$ cat src/rtl/spi_flash_target.sv
// spi_flash_target: mode-0 SPI responder that emulates the read side of a boot flash.
// Every SPI pin is oversampled in the clk domain (clk must be at least 8x sclk).
// Commands: 0x03 READ, 0x9F JEDEC ID and 0x05 READ STATUS. Any other command is ignored.
// Optional feature macro SPI_TARGET_FAST_READ_EN: when defined, 0x0B FAST READ is decoded
// with 8 dummy clocks. When undefined, 0x0B is ignored like any other unknown command.
module spi_flash_target #(
   parameter logic [23:0] JEDEC_ID = 24'hEF4018,
   parameter int unsigned ADDR_W   = 24
) (
   input  logic              clk,
   input  logic              rst,
   input  logic              sclk,
   input  logic              cs_n,
   input  logic              mosi,
   output logic              miso,
   output logic              miso_oe,
   output logic              mem_rd,
   output logic [ADDR_W-1:0] mem_addr,
   input  logic [7:0]        mem_rdata
);

   localparam int unsigned CNT_W      = 5;
   localparam int unsigned SHIFT_W    = 23;
   localparam logic [7:0]  CMD_READ   = 8'h03;
   localparam logic [7:0]  CMD_JEDEC  = 8'h9F;
   localparam logic [7:0]  CMD_STATUS = 8'h05;
`ifdef SPI_TARGET_FAST_READ_EN
   localparam logic [7:0]  CMD_FAST   = 8'h0B;
`endif

   typedef enum logic [2:0] {
      ST_IDLE,
      ST_CMD,
      ST_ADDR,
`ifdef SPI_TARGET_FAST_READ_EN
      ST_DUMMY,
`endif
      ST_DATA,
      ST_ID,
      ST_STAT,
      ST_IGNORE
   } state_t;

   // synchronizer and edge-detect registers
   logic sclk_meta_q, sclk_sync_q, sclk_prev_q;
   logic cs_meta_q,   cs_sync_q,   cs_prev_q;
   logic mosi_meta_q, mosi_sync_q;

   // protocol registers
   state_t             state_q;
   logic [CNT_W-1:0]   bit_cnt_q;
   logic [SHIFT_W-1:0] shift_q;
   logic [ADDR_W-1:0]  addr_q;
   logic [7:0]         tx_q;
   logic [1:0]         id_idx_q;
   logic               load_q;
   logic               miso_q;
   logic               miso_oe_q;
   logic               mem_rd_q;
`ifdef SPI_TARGET_FAST_READ_EN
   logic               fast_q;
`endif

   logic              sclk_rise_c;
   logic              sclk_fall_c;
   logic              cs_fall_c;
   logic [23:0]       shift_in_c;
   logic [ADDR_W-1:0] addr_cap_c;

   // Two-flop synchronizers. The chip-select stages reset to the asserted level so that a
   // select already held low across reset is never mistaken for a new falling edge.
   always_ff @(posedge clk) begin
      if (rst) begin
         sclk_meta_q <= 1'b0;
         sclk_sync_q <= 1'b0;
         sclk_prev_q <= 1'b0;
         cs_meta_q   <= 1'b0;
         cs_sync_q   <= 1'b0;
         cs_prev_q   <= 1'b0;
         mosi_meta_q <= 1'b0;
         mosi_sync_q <= 1'b0;
      end else begin
         sclk_meta_q <= sclk;
         sclk_sync_q <= sclk_meta_q;
         sclk_prev_q <= sclk_sync_q;
         cs_meta_q   <= cs_n;
         cs_sync_q   <= cs_meta_q;
         cs_prev_q   <= cs_sync_q;
         mosi_meta_q <= mosi;
         mosi_sync_q <= mosi_meta_q;
      end
   end

   // edge detection and the incoming shift word including the bit being sampled now
   always_comb begin
      sclk_rise_c = sclk_sync_q & ~sclk_prev_q;
      sclk_fall_c = ~sclk_sync_q & sclk_prev_q;
      cs_fall_c   = ~cs_sync_q & cs_prev_q;
      shift_in_c  = {shift_q, mosi_sync_q};
      addr_cap_c  = shift_in_c[ADDR_W-1:0];
   end

   // protocol FSM with registered miso/miso_oe/mem_rd/mem_addr
   always_ff @(posedge clk) begin
      if (rst) begin
         state_q   <= ST_IDLE;
         bit_cnt_q <= CNT_W'(0);
         shift_q   <= SHIFT_W'(0);
         addr_q    <= ADDR_W'(0);
         tx_q      <= 8'h00;
         id_idx_q  <= 2'd0;
         load_q    <= 1'b0;
         miso_q    <= 1'b0;
         miso_oe_q <= 1'b0;
         mem_rd_q  <= 1'b0;
`ifdef SPI_TARGET_FAST_READ_EN
         fast_q    <= 1'b0;
`endif
      end else begin
         mem_rd_q <= 1'b0;
         load_q   <= mem_rd_q;
         if (cs_sync_q) begin
            // deselect wins over any sclk edge seen in the same cycle
            state_q   <= ST_IDLE;
            bit_cnt_q <= CNT_W'(0);
            miso_q    <= 1'b0;
            miso_oe_q <= 1'b0;
            load_q    <= 1'b0;
         end else begin
            if (sclk_fall_c && miso_oe_q) begin
               miso_q <= tx_q[7];
               tx_q   <= {tx_q[6:0], 1'b0};
            end
            if (load_q && (state_q == ST_DATA)) begin
               tx_q <= mem_rdata;
            end
            if (sclk_rise_c) begin
               shift_q   <= shift_in_c[SHIFT_W-1:0];
               bit_cnt_q <= bit_cnt_q + CNT_W'(1);
               case (state_q)
                  ST_CMD: begin
                     if (bit_cnt_q == CNT_W'(7)) begin
                        bit_cnt_q <= CNT_W'(0);
                        case (shift_in_c[7:0])
                           CMD_READ: begin
                              state_q <= ST_ADDR;
`ifdef SPI_TARGET_FAST_READ_EN
                              fast_q  <= 1'b0;
`endif
                           end
`ifdef SPI_TARGET_FAST_READ_EN
                           CMD_FAST: begin
                              state_q <= ST_ADDR;
                              fast_q  <= 1'b1;
                           end
`endif
                           CMD_JEDEC: begin
                              state_q   <= ST_ID;
                              tx_q      <= JEDEC_ID[23:16];
                              id_idx_q  <= 2'd1;
                              miso_oe_q <= 1'b1;
                           end
                           CMD_STATUS: begin
                              state_q   <= ST_STAT;
                              tx_q      <= 8'h00;
                              miso_oe_q <= 1'b1;
                           end
                           default: state_q <= ST_IGNORE;
                        endcase
                     end
                  end
                  ST_ADDR: begin
                     if (bit_cnt_q == CNT_W'(23)) begin
                        bit_cnt_q <= CNT_W'(0);
                        addr_q    <= addr_cap_c;
`ifdef SPI_TARGET_FAST_READ_EN
                        if (fast_q) begin
                           state_q <= ST_DUMMY;
                        end else begin
                           state_q   <= ST_DATA;
                           mem_rd_q  <= 1'b1;
                           miso_oe_q <= 1'b1;
                        end
`else
                        state_q   <= ST_DATA;
                        mem_rd_q  <= 1'b1;
                        miso_oe_q <= 1'b1;
`endif
                     end
                  end
`ifdef SPI_TARGET_FAST_READ_EN
                  ST_DUMMY: begin
                     if (bit_cnt_q == CNT_W'(7)) begin
                        bit_cnt_q <= CNT_W'(0);
                        state_q   <= ST_DATA;
                        mem_rd_q  <= 1'b1;
                        miso_oe_q <= 1'b1;
                     end
                  end
`endif
                  ST_DATA: begin
                     if (bit_cnt_q == CNT_W'(7)) begin
                        bit_cnt_q <= CNT_W'(0);
                        addr_q    <= addr_q + ADDR_W'(1);
                        mem_rd_q  <= 1'b1;
                     end
                  end
                  ST_ID: begin
                     if (bit_cnt_q == CNT_W'(7)) begin
                        bit_cnt_q <= CNT_W'(0);
                        case (id_idx_q)
                           2'd1:    tx_q <= JEDEC_ID[15:8];
                           2'd2:    tx_q <= JEDEC_ID[7:0];
                           default: tx_q <= 8'h00;
                        endcase
                        if (id_idx_q != 2'd3) begin
                           id_idx_q <= id_idx_q + 2'd1;
                        end
                     end
                  end
                  ST_STAT: begin
                     if (bit_cnt_q == CNT_W'(7)) begin
                        bit_cnt_q <= CNT_W'(0);
                        tx_q      <= 8'h00;
                     end
                  end
                  default: bit_cnt_q <= CNT_W'(0);
               endcase
            end
            if ((state_q == ST_IDLE) && cs_fall_c) begin
               state_q   <= ST_CMD;
               bit_cnt_q <= CNT_W'(0);
            end
         end
      end
   end

   assign miso     = miso_q;
   assign miso_oe  = miso_oe_q;
   assign mem_rd   = mem_rd_q;
   assign mem_addr = addr_q;

endmodule
$ cat config.mk
export PLATFORM = sky130hd
export DESIGN_NAME = spi_flash_target
export DESIGN_NICKNAME = d
export VERILOG_FILES = /design/src/rtl/spi_flash_target.sv
export SDC_FILE = /design/constraint.sdc
export NUM_CORES = 1
export LEC_CHECK = 0
export ABC_AREA = 1
export BUFFER_PORTS_ARGS = -buffer_cell sky130_fd_sc_hd__buf_2
export CAP_MARGIN = 20
export CELL_PAD_IN_SITES_DETAIL_PLACEMENT = 1
export CELL_PAD_IN_SITES_GLOBAL_PLACEMENT = 1
export CORE_ASPECT_RATIO = 0.75
export CORE_MARGIN = 8
export CORE_UTILIZATION = 42
export DETAILED_ROUTE_END_ITERATION = 16
export GPL_ROUTABILITY_DRIVEN = 0
export GPL_TIMING_DRIVEN = 1
export PLACE_DENSITY_LB_ADDON = 0.1
export SLEW_MARGIN = 20
export SYNTH_ARGS = -nofsm -noshare
export SYNTH_HDL_FRONTEND = slang
export SYNTH_SLANG_ARGS = --single-unit
$ cat constraint.sdc
create_clock -name clk -period 1.95 [get_ports clk]
set_input_delay 0.39 -clock clk [delete_from_list [all_inputs] [get_ports clk]]
set_output_delay 0.39 -clock clk [all_outputs]
set_load 0.01 [all_outputs]
==> impl_metrics.yaml, run 1 <==
outcome:
  status: "finished clean"
timing:
  setup_ws_ns: 0.139
  finalSetupTns_ns: 0
  tightest_slew_ns: 0.582
  fin_skew_ns: 0.00682
  hold_viol_final: 0
  fmax_mhz: 552
  finalMaxSlewViolations: 0
  slew_headroom_pct: 61.2
  timing.final.crit_share_pct: 92.9
  rsz0062_at_grt: "yes"
  min_period_ns: 1.81
  setup_viol: 0
worst_setup_path:
  cp_data_arrival_time_ns: 2.08
  crit_path_end_kind: "flip-flop"
  required_ns: 2.22
  cp_cell_sequence: "ha_2 -> nand2_2 -> inv_1 -> nand3_1 -> a21oi_2 -> nand2_2 -> buf_4 -> nor2_1 -> nand2_1 -> a21oi_1"
  startpoint_type: "flip-flop"
  slowest_delay_ns: 0.36
  cp_common_cell: "nand2_2"
  critPathTopFamily: "simple AND/OR/NAND/NOR gates"
  crit_type: "flip-flop to flip-flop"
  critical-path-slowest-cell: "dfxtp_1"
  critPathBufInv: 2
  cp_max_fo: 29
finish:
  seq_area_um2: 1540
  fillers: 1377
  layout.nets: 729
  n_antenna_cell: 0
  multi_input_area_um2: 2340
  drive_gt1_share_pct: 14.4
  area_growth_pct: 17.1
power_and_ir_drop:
  p_int_w: 0.00282
  power_w: 0.00359
  p_sw_share_pct: 21.4
  p_sw_w: 0.000768
  pwr-share-clk_pct: 51.4
  powerDensity_nw_per_um2: 723
  leakage_nw: 1.95
  power_frac_comb_pct: 3.8
  ir_drop_uv: 435
  p_seq_share_pct: 44.8
global_routing:
  grt_pass1_wl_mm: 22.1
  grt_overflow: 0
  grt_pass1_vias: 4557
  grtUsageTotal_pct: 20.2
  grt_max_degree: 38
  antenna_found_initial: 0
routing:
  ant_nets: 0
  met1_length_mm: 6.62
  wl_met2_mm: 6.14
  wl_per_cell_um: 15.9
  drt_first_iter_violations: 268
  wl_met3_um: 542
  wirelength_mm: 13.5
  drc: 0
  top_layer: "met4"
  vias: 4458
  routed_via_density: 5.26
  first_pass_iters: 4
logic_synthesis:
  synth_cell_type_count: 37
  synth_xor_area_share_pct: 0.620
  syn-num-nets: 685
  async_reset_ff_share_pct: 0
  syn_inst: 667
  yosys.area_share.simple_pct: 37.2
  yosysSeqAreaShare_pct: 36.4
  yosysWarnings: 0
  synth_top_family_by_area: "simple AND/OR/NAND/NOR gates"
  synthMuxAreaShare_pct: 0
  synth-compound-area-share_pct: 15.5
  synth.ff_latch_count: 77
  syn_area_um2: 4240
  synth-adder-area-share_pct: 1.48
  synth_top_flop_cell: "dfxtp_1"
  avgSynthCellArea_um2: 6.35
  synth_edf_count: 0
floorplanning:
  ioPinCount: 40
  die_area_um2: 13600
  coreArea_um2: 9740
  rows: 31
  die_h_um: 103
  die_x_um: 132
  initial_core_util_pct: 43.5
cts:
  insertion_delay_ns: 0.34
  cts_buffer_depth: 2
  clockRootBuffer: "clkbuf_16"
  htree_levels: 3
  cts_tree: "built"
  cts_num_sinks: 77
  clk_transition_reported_paths_ns: 0.06
  cts_buffers: 9
placed_design:
  numPortBuffers: 39
  dpl.hpwl_mm: 10.0
  pre_cts_ws_ns: 0.0733
flow_run:
  max_cap_violations: 0
hold_path:
  hold_class: "input port to flip-flop"
timing repair:
item,in CTS,in global routing
resized for setup,0,6
endpoints found under the setup margin,0,29
hold buffers,0,0
buffers inserted,0,0
sequential cells by signal (all words and copies together), names as in the netlist, 2 cells and up:
signal     flops
mem_addr      24
shift_q       23
tx_q           8
bit_cnt_q      5
state_q        3
id_idx_q       2
power groups by stage:
stage,registers [W],logic [W],clock network (W)
2_1_floorplan,0.00164,0.0000860,0
3_3_place_gp,0.00164,0.000129,0
3_5_place_dp,0.00164,0.000133,0
4_1_cts,0.00161,0.000135,0.00187
5_1_grt,0.00161,0.000152,0.00194
6_report,0.00161,0.000136,0.00184
cell usage after synthesis (2+ instances only):
cell type    n  area, um2
nor3_1       6       30.0
nand3b_1     3       22.5
nand2_1    207        777
clkbuf_1    11       41.3
nand3_1     50        250
nand2_2      2       12.5
dfxtp_1     77       1540
and2_1       3       18.8
nand3_2      2       20.0
inv_1       58        218
buf_2        6       30.0
o22ai_1      3       18.8
buf_6        3       33.8
a31oi_1      2       12.5
a21oi_1     55        275
ha_1         5       62.6
nor3_4       2       32.5
nor2_1      89        334
buf_1        2       7.51
buf_4        2       15.0
o21ai_2      4       35.0
nand4_1      7       43.8
xor2_1       2       17.5
inv_2        5       18.8
o21ai_0     40        200
a211oi_1     4       30.0
a21oi_2      7       61.3
stage by stage:
stage | util (%) | cell area (um2) | hold slack (ns) | cells
final | 51.0 | 4960 | 0.249 | 848
after global routing | 51.0 | 4960 | 0.260 | 848
after CTS | 50.8 | 4940 | 0.245 | 848
after detailed placement | 47.4 | 4620 | 0.397 | 832
after global placement | 47.4 | 4620 | 0.390 | 832
after floorplan | - | 4240 | 0.388 | 667
worst reg2reg max path, stage by stage, from the launching register on:
cell and delay, ns:
dfxtp_1 0.36, ha_2 0.21, nand2_2 0.11, inv_1 0.12, nand3_1 0.12, a21oi_2 0.16, nand2_2 0.09, buf_4 0.24
nor2_1 0.16, nand2_1 0.07, a21oi_1 0.12
area by class of cell:
type | instances | area share (%)
tap | 132 | 3.33
timing repair buffer | 57 | 6.91
clock buffer | 12 | 5.17
inverter | 65 | 4.97
multi-input combinational | 501 | 47.1
clock inverter | 4 | 1.41
sequential | 77 | 31.1
cell families (layout without fill, tap and decap cells):
group           after synthesis  after routing
flops                        77             77
xor+xnor                      3              3
compound gates              118            118
simple gates                375            375
fa+ha+maj                     5              5
buf+inv                      89            138
layout by cell type, fill, tap and decap left out, types with 2 or more instances in the layout:
cell,instances
nor2_2,2
inv_1,58
nor3_1,6
and2_1,3
nand2_1,206
ha_1,4
nand2_2,3
a21oi_2,6
o22ai_1,3
bufinv_16,2
clkinv_2,2
nor2_1,88
a211oi_1,4
xor2_1,2
a21oi_1,55
nand3b_1,3
o21ai_2,4
nand3_1,50
dfxtp_1,76
nor3_4,2
inv_2,5
clkbuf_16,9
nand4_1,7
clkbuf_8,2
buf_2,39
buf_4,17
nand3_2,2
o21ai_0,40
a31oi_1,2
per-layer routing:
layer | vias to the layer above | GRT usage, %
met3 | 20 | 4.43
met5 | - | 0
met1 | 2135 | 25.2
met4 | 0 | 6.77
met2 | 67 | 34.2
li1 | 2236 | -
worst paths after layout:
path	startpoint	end	slack, ns	depth (start not counted)
max	bit_cnt_q[1]$_SDFFE_PP0P_	mem_addr[14]$_SDFFE_PP0P_	0.14	10
min	cs_n	cs_meta_q$_SDFF_PP0_	0.25	3
max reg2reg	bit_cnt_q[1]$_SDFFE_PP0P_	mem_addr[14]$_SDFFE_PP0P_	0.14	10
min reg2reg	cs_meta_q$_SDFF_PP0_	cs_sync_q$_SDFF_PP0_	0.40	2
Power figures use the tool's default switching activity.
==> inputs of run 2 (changes only) <==
--- a/config.mk
+++ b/config.mk
@@ -16,7 +16,8 @@
 export DETAILED_ROUTE_END_ITERATION = 16
 export GPL_ROUTABILITY_DRIVEN = 0
 export GPL_TIMING_DRIVEN = 1
-export PLACE_DENSITY_LB_ADDON = 0.1
+export HOLD_SLACK_MARGIN = 0.02
+export PLACE_DENSITY = 0.79
 export SLEW_MARGIN = 20
 export SYNTH_ARGS = -nofsm -noshare
 export SYNTH_HDL_FRONTEND = slang
==> run 2 against run 1 <==
Utilization decreased by 0.051 points. Worst setup slack improved by 0.027 ns. Cell count increased by 0.12%. Largest power group unchanged.
==> impl_metrics.yaml, run 2 (same netlist as run 1, synthesis figures left out) <==
outcome:
  status: "finished clean"
floorplanning:
  die_x_um: 132
  rows: 31
  ioPinCount: 40
  coreArea_um2: 9740
  die_area_um2: 13600
  initial_core_util_pct: 43.5
  die_h_um: 103
timing:
  tightest_slew_ns: 0.638
  fmax_mhz: 561
  rsz0062_at_grt: "no"
  setup_viol: 0
  timing.final.crit_share_pct: 91.5
  fin_skew_ns: 0.00777
  finalMaxSlewViolations: 0
  min_period_ns: 1.78
  hold_viol_final: 0
  slew_headroom_pct: 57.4
  finalSetupTns_ns: 0
global_routing:
  grt_max_degree: 38
  grt_pass1_wl_mm: 23.3
  grtUsageTotal_pct: 21.2
  grt_overflow: 0
  antenna_found_initial: 0
  grt_pass1_vias: 4687
finish:
  drive_gt1_share_pct: 14.6
  layout_commonest_cell: "nand2_1"
  layout.nets: 730
  final_cell_mix: "nand2_1, nor2_1, dfxtp_1"
  fillers: 1347
  n_antenna_cell: 0
  final_area_um2: 4960
  largest_register_ffs: 24
  area_growth_pct: 17.0
cts:
  cts_num_sinks: 77
  cts_buffer_depth: 2
  cts_tree: "built"
  clk_transition_reported_paths_ns: 0.06
  cts_buffers: 9
  clockRootBuffer: "clkbuf_16"
  insertion_delay_ns: 0.34
  ctsHoldBuffers: 0
  htree_levels: 3
placed_design:
  dpl_cell_area_um2: 4610
  numPortBuffers: 39
  dpl.hpwl_mm: 10.2
worst_setup_path:
  crit_start: "mem_addr[5]$_SDFFE_PP0P_"
  reg2reg_from: "mem_addr[5]$_SDFFE_PP0P_"
  critical-path-slowest-cell: "dfxtp_1"
  startpoint_type: "flip-flop"
  cp_cell_sequence: "nand2_1 -> nor2_1 -> nand2_1 -> inv_1 -> nand4_1 -> nand3_1 -> nand2_1 -> a21oi_1"
  crit_path_end_kind: "flip-flop"
  required_ns: 2.22
  crit_type: "flip-flop to flip-flop"
  cp_max_fo: 6
  cp_common_cell: "nand2_1"
  cp_data_arrival_time_ns: 2.05
  slowest_delay_ns: 0.46
power_and_ir_drop:
  p_int_w: 0.00267
  pwr-share-clk_pct: 49.8
  power_frac_comb_pct: 4.1
  leakage_nw: 1.94
  powerDensity_nw_per_um2: 704
  p_sw_share_pct: 23.5
  p_sw_w: 0.000820
  ir_drop_uv: 512
  p_seq_share_pct: 46.1
routing:
  wl_per_cell_um: 16.3
  drc: 0
  wirelength_mm: 13.9
  drt_first_iter_violations: 215
  routed_via_density: 5.28
  ant_nets: 0
  first_pass_iters: 4
  vias: 4480
hold_path:
  hold_class: "input port to flip-flop"
  worstHoldStart: "sclk"
flow_run:
  max_cap_violations: 0
## run 2: worst paths after layout
check	to	slack [ns]	cells past startpoint
max	mem_addr[15]$_SDFFE_PP0P_	0.17	8
min	sclk_meta_q$_SDFF_PP0_	0.25	3
max reg2reg	mem_addr[15]$_SDFFE_PP0P_	0.17	8
min reg2reg	cs_sync_q$_SDFF_PP0_	0.42	2
## run 2: cell type report
cell class	instances	area (um2)	area share, %
Clock inverter	6	71.3	1.44
Tap cell	132	165	3.33
Clock buffer	10	239	4.82
Sequential cell	77	1540	31.1
Inverter	65	245	4.95
Timing Repair Buffer	58	350	7.07
Multi-Input combinational cell	501	2340	47.3
## run 2: worst max-delay path, delay by kind of cell, from the launching register on
family | cells | cell delay (ns)
DFF | 1 | 0.46
AOI/OAI and AO/OA | 1 | 0.12
buffers and inverters | 1 | 0.25
and+or+nand+nor | 6 | 0.87
## run 2: power by group through the flow
stage	combinational [W]	clock, W	sequential (W)
detailed placement	0.000135	0	0.00164
CTS	0.000137	0.00176	0.00161
floorplan	0.0000860	0	0.00164
finish	0.000142	0.00174	0.00161
global placement	0.000130	0	0.00164
global route	0.000158	0.00183	0.00161
## run 2: per-stage QoR
stage / instances / hold WS (ns) / utilization [%] / total power, W / setup slack (ns)
finish: 849 / 0.254 / 50.9 / 0.00349 / 0.166
floorplan: 667 / 0.388 / - / 0.00172 / 0.311
CTS: 847 / 0.247 / 50.5 / 0.00351 / 0.0118
global placement: 831 / 0.395 / 47.3 / 0.00177 / 0.110
global route: 849 / 0.263 / 50.9 / 0.00359 / 0.00899
detailed placement: 831 / 0.407 / 47.3 / 0.00178 / 0.0698
## run 2: what timing repair did
item | CTS | global route
endpoints found under the hold margin | 0 | 0
gates resized for setup | 0 | 7
setup buffers | 0 | 2
setup endpoints to repair | 0 | 20
## run 2: metal layers
metal  vias to the layer above  part of all wire, %  track usage [%]
met5                         -                    0                0
met1                      2155                   49             26.3
met2                        77                   46             36.6
li1                       2232                    -                -
met3                        16                  3.5             4.28
met4                         0                  1.7             7.21
==> inputs of run 3 (changes only) <==
--- a/config.mk
+++ b/config.mk
@@ -6,14 +6,14 @@
 export NUM_CORES = 1
 export LEC_CHECK = 0
 export ABC_AREA = 1
-export BUFFER_PORTS_ARGS = -buffer_cell sky130_fd_sc_hd__buf_2
 export CAP_MARGIN = 20
 export CELL_PAD_IN_SITES_DETAIL_PLACEMENT = 1
 export CELL_PAD_IN_SITES_GLOBAL_PLACEMENT = 1
 export CORE_ASPECT_RATIO = 0.75
 export CORE_MARGIN = 8
-export CORE_UTILIZATION = 42
+export CORE_UTILIZATION = 45
 export DETAILED_ROUTE_END_ITERATION = 16
+export DONT_BUFFER_PORTS = 1
 export GPL_ROUTABILITY_DRIVEN = 0
 export GPL_TIMING_DRIVEN = 1
 export HOLD_SLACK_MARGIN = 0.02
==> run 3 against run 2 <==
Register-to-register slack about the same. Design area down 4.5%. Via count down 3.4%. Highest routed layer unchanged.
==> impl_metrics.yaml, run 3 (same netlist as run 1, synthesis figures left out) <==
global_routing:
  grt_pass1_vias: 4422
  antenna_found_initial: 0
  grt_pass1_wl_mm: 22.5
  grtUsageTotal_pct: 21.9
  grt_overflow: 0
  grt_max_degree: 39
timing:
  min_period_ns: 1.78
  rsz0062_at_grt: "no"
  fin_skew_ns: 0.00900
  tightest_slew_ns: 0.606
  timing.final.crit_share_pct: 91.2
  finalMaxSlewViolations: 0
  fmax_mhz: 562
  slew_headroom_pct: 59.5
  hold_viol_final: 0
  setup_viol: 0
  finalSetupTns_ns: 0
finish:
  seq_area_um2: 1540
  largest_register_ffs: 24
  layout_commonest_cell: "nand2_1"
  final_cell_mix: "nand2_1, nor2_1, dfxtp_1"
  fillers: 1265
  area_growth_pct: 11.8
  final_cells: 808
  drive_gt1_share_pct: 9.85
  n_antenna_cell: 0
  multi_input_area_um2: 2330
  layout.nets: 693
floorplanning:
  initial_core_util_pct: 46.6
  die_h_um: 100
  ioPinCount: 40
  coreArea_um2: 9080
  die_x_um: 128
  rows: 30
  die_area_um2: 12800
flow_run:
  max_cap_violations: 0
power_and_ir_drop:
  power_w: 0.00327
  leakage_nw: 1.74
  powerDensity_nw_per_um2: 692
  ir_drop_uv: 563
worst_setup_path:
  startpoint_type: "flip-flop"
  slowest_delay_ns: 0.34
  crit_path_end_kind: "flip-flop"
  required_ns: 2.21
  cp_max_fo: 10
  cp_data_arrival_time_ns: 2.04
  crit_type: "flip-flop to flip-flop"
  cp_cell_sequence: "ha_1 -> nand2_2 -> nor3_4 -> nand2_1 -> nand2_1 -> nand2_2 -> clkinv_2 -> buf_12 -> nand2_1 -> nand2_1 -> a21oi_1"
  critical-path-slowest-cell: "dfxtp_2"
  cp_common_cell: "nand2_1"
routing:
  wl_per_cell_um: 16.7
  ant_nets: 0
  drt_first_iter_violations: 209
  first_pass_iters: 4
  drc: 0
  vias: 4326
  wirelength_mm: 13.5
  routed_via_density: 5.35
cts:
  ctsHoldBuffers: 0
  cts_num_sinks: 77
  cts_tree: "built"
  cts_buffer_depth: 2
  htree_levels: 3
  clk_transition_reported_paths_ns: 0.06
  insertion_delay_ns: 0.34
  cts_buffers: 9
  clockRootBuffer: "clkbuf_16"
hold_path:
  hold_class: "input port to flip-flop"
placed_design:
  dp_cells: 792
  dpl.hpwl_mm: 10.2
  numPortBuffers: 0
outcome:
  status: "finished clean"
==> run 3: cell types whose count changed in the layout (fill, tap and decap cells not counted), moves of 2 or more <==
cell        change
clkinv_2        +3
clkbuf_1        +2
clkinvlp_4      -2
buf_2          -39
==> run 3: stage by stage <==
stage	hold WS, ns	setup WS, ns	cell area (um2)	util (%)
global route	0.111	0.0153	4730	52.1
detailed placement	0.409	0.0756	4450	49.0
global placement	0.393	0.221	4450	49.0
floorplan	0.388	0.311	4240	-
finish	0.111	0.172	4730	52.1
CTS	0.106	0.0501	4720	52.0
==> run 3: worst max-delay path: cells and delay by family (launching register included) <==
kind	cells	cell delay, ns
AO/OA/AOI/OAI	1	0.18
adder cells (fa/ha/maj)	1	0.23
buffers and inverters	2	0.37
AND/OR/NAND/NOR	7	0.57
flip-flops	1	0.34
==> run 3: timing repair <==
action,CTS,global route
buffers inserted,0,0
gates resized for setup,0,6
setup endpoints to repair,0,28
==> run 3: layer usage <==
layer  vias up  wire (um)  GRT usage, %
met3        18        879          7.15
met5         -          0             0
met4         0        195          6.38
met2        85       6210          34.8
li1       2165          -             -
met1      2058       6210          27.6
==> run 3: final cells by class <==
type,instances,share of cell area (%)
Tap cell,128,3.38
Sequential cell,77,32.6
Timing Repair Buffer,21,3.94
Multi-Input combinational cell,501,49.2
Inverter,65,5.18
Clock inverter,4,0.502
Clock buffer,12,5.21
==> run 3: power breakdown <==
group	switching, W	internal (W)
Combinational	0.0000786	0.0000313
Clock	0.000663	0.000893
Sequential	0.0000162	0.00159
Total	0.000758	0.00252
==> run 3: path summary, 6_finish.rpt <==
path	from	end	slack, ns	cells after the start
setup / recovery	bit_cnt_q[0]$_SDFFE_PP0P_	mem_addr[9]$_SDFFE_PP0P_	0.17	11
hold reg to reg	cs_meta_q$_SDFF_PP0_	cs_sync_q$_SDFF_PP0_	0.41	2
setup reg to reg	bit_cnt_q[0]$_SDFFE_PP0P_	mem_addr[9]$_SDFFE_PP0P_	0.17	11
hold / removal	rst	mem_addr[13]$_SDFFE_PP0P_	0.11	1
